[src/rtl/skew_feed_scheduler_pkg.sv]
// Shared accelerator types and defaults for the skewed column-feed path.
// Consumed by the scheduler, the column controller and the PE array.
package skew_feed_scheduler_pkg;

  typedef enum logic [1:0] {
    IDLE  = 2'd0,
    RUN   = 2'd1,
    DRAIN = 2'd2
  } sched_state_t;

  localparam int DEF_COL = 4;
  localparam int DEF_ROW = 9;
  localparam int DEF_DW  = 32;

  // Step counter must reach ROW+COL-2 without wrapping.
  function automatic int step_width(input int rows, input int cols);
    return $clog2(rows + cols);
  endfunction

endpackage

[src/rtl/skew_feed_scheduler_feed_lane.sv]
// One column of the feed wavefront: read-window compare, valid register
// and output data mask for column C.
module feed_lane
  import skew_feed_scheduler_pkg::*;
#(
  parameter int C   = 0,
  parameter int ROW = DEF_ROW,
  parameter int DW  = DEF_DW,
  parameter int TW  = 4
) (
  input  logic          i_clk,
  input  logic          i_rst,
  input  logic          run,
  input  logic [TW-1:0] t,
  input  logic          stall,
  input  logic [DW-1:0] fifo_data,
  output logic          need,
  output logic          read_enable,
  output logic          valid,
  output logic [DW-1:0] data
);

  logic [31:0] t_wide;
  logic        lo_ok;
  logic        hi_ok;
  logic        valid_reg;

  assign t_wide = 32'(t);

  // Column 0 has no lower bound; avoid a tautological compare there.
  generate
    if (C == 0) begin : g_lo_first
      assign lo_ok = 1'b1;
    end else begin : g_lo_cmp
      assign lo_ok = (t_wide >= 32'(C));
    end
  endgenerate

  assign hi_ok       = (t_wide < 32'(C + ROW));
  assign need        = run & lo_ok & hi_ok;
  assign read_enable = need & ~stall;

  always_ff @(posedge i_clk) begin
    if (i_rst) begin
      valid_reg <= 1'b0;
    end else begin
      valid_reg <= read_enable;
    end
  end

  assign valid = valid_reg;
  assign data  = valid_reg ? fifo_data : '0;

endmodule

[src/rtl/skew_feed_scheduler.sv]
// Globally coordinated skewed read wavefront over COL column FIFOs.
// Any needed-but-empty FIFO freezes the whole wavefront for that cycle.
module skew_feed_scheduler
  import skew_feed_scheduler_pkg::*;
#(
  parameter int COL = DEF_COL,
  parameter int ROW = DEF_ROW,
  parameter int DW  = DEF_DW
) (
  input  logic              i_clk,
  input  logic              i_rst,
  input  logic              i_start,
  input  logic [COL-1:0]    i_fifo_empty,
  input  logic [COL*DW-1:0] i_data,
  output logic [COL-1:0]    o_fifo_read_enable,
  output logic [COL-1:0]    o_valid,
  output logic [COL*DW-1:0] o_data,
  output logic              o_busy,
  output logic              o_done
);

  localparam int            TW     = step_width(ROW, COL);
  localparam logic [TW-1:0] T_LAST = TW'(ROW + COL - 2);

  sched_state_t  state_reg;
  sched_state_t  state_next;
  logic [TW-1:0] t_reg;
  logic [TW-1:0] t_next;
  logic [COL-1:0] need;
  logic          run;
  logic          stall;

  assign run   = (state_reg == RUN);
  assign stall = |(need & i_fifo_empty);

  generate
    for (genvar gi = 0; gi < COL; gi++) begin : g_lane
      feed_lane #(
        .C  (gi),
        .ROW(ROW),
        .DW (DW),
        .TW (TW)
      ) u_lane (
        .i_clk      (i_clk),
        .i_rst      (i_rst),
        .run        (run),
        .t          (t_reg),
        .stall      (stall),
        .fifo_data  (i_data[gi*DW +: DW]),
        .need       (need[gi]),
        .read_enable(o_fifo_read_enable[gi]),
        .valid      (o_valid[gi]),
        .data       (o_data[gi*DW +: DW])
      );
    end
  endgenerate

  always_ff @(posedge i_clk) begin
    if (i_rst) begin
      state_reg <= IDLE;
      t_reg     <= '0;
    end else begin
      state_reg <= state_next;
      t_reg     <= t_next;
    end
  end

  always_comb begin
    state_next = state_reg;
    t_next     = t_reg;
    case (state_reg)
      IDLE: begin
        if (i_start) begin
          state_next = RUN;
          t_next     = '0;
        end
      end
      RUN: begin
        // t only advances on cycles where the whole wavefront moved.
        if (!stall) begin
          if (t_reg == T_LAST) begin
            state_next = DRAIN;
          end else begin
            t_next = t_reg + TW'(1);
          end
        end
      end
      DRAIN: begin
        state_next = IDLE;
      end
      default: begin
        state_next = IDLE;
        t_next     = '0;
      end
    endcase
  end

  assign o_busy = (state_reg != IDLE);
  assign o_done = (state_reg == DRAIN);

endmodule

[config.mk]
export PLATFORM = sky130hd
export DESIGN_NAME = skew_feed_scheduler
export DESIGN_NICKNAME = d
export VERILOG_FILES = /design/src/rtl/skew_feed_scheduler_pkg.sv /design/src/rtl/skew_feed_scheduler_feed_lane.sv /design/src/rtl/skew_feed_scheduler.sv
export SDC_FILE = /design/constraint.sdc
export NUM_CORES = 1
export LEC_CHECK = 0
export ABC_AREA = 1
export BUFFER_PORTS_ARGS = -buffer_cell sky130_fd_sc_hd__buf_4
export CAP_MARGIN = 20
export CORE_AREA = 2 2 107 109
export DETAILED_ROUTE_END_ITERATION = 8
export DIE_AREA = 0 0 109 111
export SETUP_SLACK_MARGIN = 0.02
export SYNTH_ARGS = -nofsm -noshare
export SYNTH_HDL_FRONTEND = slang
export SYNTH_SLANG_ARGS = --single-unit
export TNS_END_PERCENT = 50
[constraint.sdc]
create_clock -name i_clk -period 1.64 [get_ports i_clk]
set_input_delay 0.328 -clock i_clk [delete_from_list [all_inputs] [get_ports i_clk]]
set_output_delay 0.328 -clock i_clk [all_outputs]
set_load 0.03 [all_outputs]
==> metrics.md <==
| Metric | Value |
|---|---|
| Synth Area in Simple Gates | 45.0% |
| ANT cells | 0 |
| Maximum vdd drop | 0.668 mV |
| Worst-Margin Slew | 0.294 ns |
| FP Rows | 39 |
| Mapped Avg Cell Area | 4.69 sq um |
| Crit-path cells | inv_4, ha_4, nor2_4, nand2_2, nand4_2, nand2_2, nor2_8, inv_6, nor2_2, buf_6 |
| RSZ-0062 raised after global routing | true |
| Clk buf depth | 2 |
| Pin count of the biggest net entering global routing | 34 |
| Die width | 109 um |
| CP max stage delay | 0.39 ns |
| Sw frac | 41.6% |
| DR WL/cell | 10.9 um |
| Synth Instances | 370 |
| Most numerous cell on the critical path | nand2_2 |
| Yosys synthesis warning count | 0 |
| Period utilisation layout | 118% |
| Flops & latches, synth | 10 |
| Area after DPL | 0.00404 sq mm |
| Post-synthesis xor/xnor area fraction | 0.505% |
| Layout cells sized above 1 | 50.6% |
| Synth top area share | 31.6% |
| Met3 GRT Util | 2.65% |
| Critical path launch point type | flip-flop |
| Worst setup margin | -0.290 ns |
| Synth Cell Area | 0.00174 sq mm |
| Type of the worst setup path | flip-flop to primary output |
| Min cycle time layout | 1.93 ns |
| Synth Area in Compound Gates | 2.45% |
| DRC Markers | 0 |
| Slew Limit Headroom | 80.4% |
| Fillers | 1214 |
| Gate power share | 63.3% |
| Gr busiest metal | met2 |
| Final GP Congestion | 0.815 |
| Max Clock Freq | 518 MHz |
| Utilization after layout | 38.0% |
| Initial antenna violation count | 0 |
| CP max-delay cell | dfxtp_4 |
| Crit path DAT | 1.60 ns |
| Reg power frac | 14.0% |
| Htree depth | 1 |
| Num CTS Buffers | 3 |
| Die footprint | 0.0121 sq mm |
| IO Port Bufs | 272 |
| Clk root buf | clkbuf_16 |
| Clk_lat worst skew | 0.24 ns |
| Hold Crit Class | input pin to flip-flop |
| Die Ht | 111 um |
| Top cells by area, synth | nand2_1 32%, inv_1 30%, dfxtp_1 12% |
| Final Max Tran Viols | 0 |
| Met2 usage | 22.9% |
| Wire length after detailed routing | 8530 um |
| Leakage | 3.20 nW |
| Io pins | 273 |
| Worst-path maximum fanout | 6 |
| Core area | 0.0111 sq mm |
| Failing checks | negative setup slack |
| Clk network pwr share | 22.7% |
| WP data required | 1.31 ns |
| Vias in the first global route | 2330 |
| Remaining antenna violation count | 0 |
| HPWL after DPL | 7150 um |
| Detailed Routing Iterations Pass 1 | 4 |
| Share of the yosys chip area belonging to registers | 11.5% |
| Placement Setup Slack | -0.122 ns |
| CTS tree | yes |
| Fraction of synthesized area in multiplexers | 0% |
| Setup Viol. Count Final | 4 |
| Initial Utilization | 15.7% |
| Hold Crit Depth | 2 |
| PwrDens | 511 mW/mm^2 |
| Final Skew | 0.00415 ns |
| Post-Syn Nets | 509 |
| Initial DRC count | 142 |
| Via count | 2758 |
| Area Overhead vs Synth | 143% |
| P_sw | 0.000894 W |
| M1 GR Usage | 14.9% |
| Clock transition at the registers of the reported paths | 0.04 ns |
| Reg2reg path depth | 12 |
| First-pass GRT wire length | 12100 um |
| Finished Cell Area | 0.00421 sq mm |
| Unique cell type count in the Yosys netlist | 24 |
| Grt total ovfl | 0 |
| Clock sinks | 10 |
| Synth Area in Adders | 2.88% |
| MaxCap Viol Count | 0 |
| Status | finished with violations |
| Critical path endpoint category | primary output |
| Via/cell ratio | 3.52 |
| Int Power | 0.00126 W |
| Final Hold Viols | 0 |
| Largest family of logic cells by synthesized area | simple AND/OR/NAND/NOR gates |
| Final #Nets | 780 |
| GRT Total Usage | 12.4% |
| Synth area leader | nand2_1 |
## layer usage
layer  vias to the layer above  wire length, um  part of all wire, %
met5                         -                0                    0
met3                         6              744                  8.7
met1                      1127             3410                   40
li1                       1524                -                    -
met2                       101             4310                   51
met4                         0               52                 0.61
## synthesized netlist by cell type, drive strengths merged
master	number
a21oi	4
o21ai	3
nand4	7
dfxtp	10
buf	11
nor2	16
ha	4
nand3	8
clkbuf	12
inv	140
o211ai	1
nand2	149
nor3	4
xor2	1
## worst paths after layout
check / startpoint / endpoint / slack (ns)
min reg2reg: t_reg[1] / t_reg[1] / 0.62
max reg2reg: t_reg[0] / t_reg[0] / 0.04
max: t_reg[0] / o_fifo_read_enable[0] / -0.29
min: i_rst / t_reg[1] / 0.32
## placed cells by master (no fill, tap or decap), drive strengths merged
cell	synthesis	final
clkbuf	12	4
o211ai	1	1
nor2	16	16
nand3	8	8
ha	4	4
nand4	7	7
o21ai	3	3
xor2	1	1
inv	140	140
dfxtp	10	10
nor3	4	4
nand2	149	149
buf	11	289
a21oi	4	4
## cells by family after synthesis
family / count (synthesis)
simple gates: 184
buf+inv: 163
flops: 10
compound gates: 8
fa+ha+maj: 4
xor+xnor: 1
## layout make-up
type,count,area (sq um),share of cell area [%]
sequential,10,208,4.93
timing repair buffer,289,2230,53.1
multi-input combinational,197,963,22.9
tap,143,179,4.25
clock buffer,4,88.8,2.11
inverter,140,536,12.7
## through the flow
stage	hold WS, ns	TNS [ns]	power [W]	cells
after floorplan	0.571	-0.148	0.000982	370
after global placement	0.576	-0.188	0.00160	778
after detailed placement	0.578	-0.325	0.00160	778
after CTS	0.328	-1.35	0.00215	784
after global routing	0.336	-1.56	0.00227	783
final	0.323	-1.11	0.00215	783
## repair_timing
action                                  4_1_cts  5_1_grt
pin swaps                                     3        5
setup buffers                                 2        0
gates resized for setup                      12        8
endpoints found under the setup margin        4       10
hold buffers                                  0        0
## power by group through the flow
stage	combinational (W)	clock, W	sequential (W)
after floorplan	0.000680	0	0.000302
after global placement	0.00130	0	0.000302
after detailed placement	0.00130	0	0.000303
after CTS	0.00135	0.000500	0.000301
after global routing	0.00146	0.000506	0.000304
final	0.00136	0.000488	0.000300
## worst max-delay path, delay by kind of cell, from the launching register on
| family | cells | cell delay, ns |
|---|---|---|
| and+or+nand+nor | 6 | 0.55 |
| DFF | 1 | 0.39 |
| buffers and inverters | 3 | 0.26 |
| adders and majority gates | 1 | 0.16 |
Note: power is estimated with default switching activity, not from simulation.
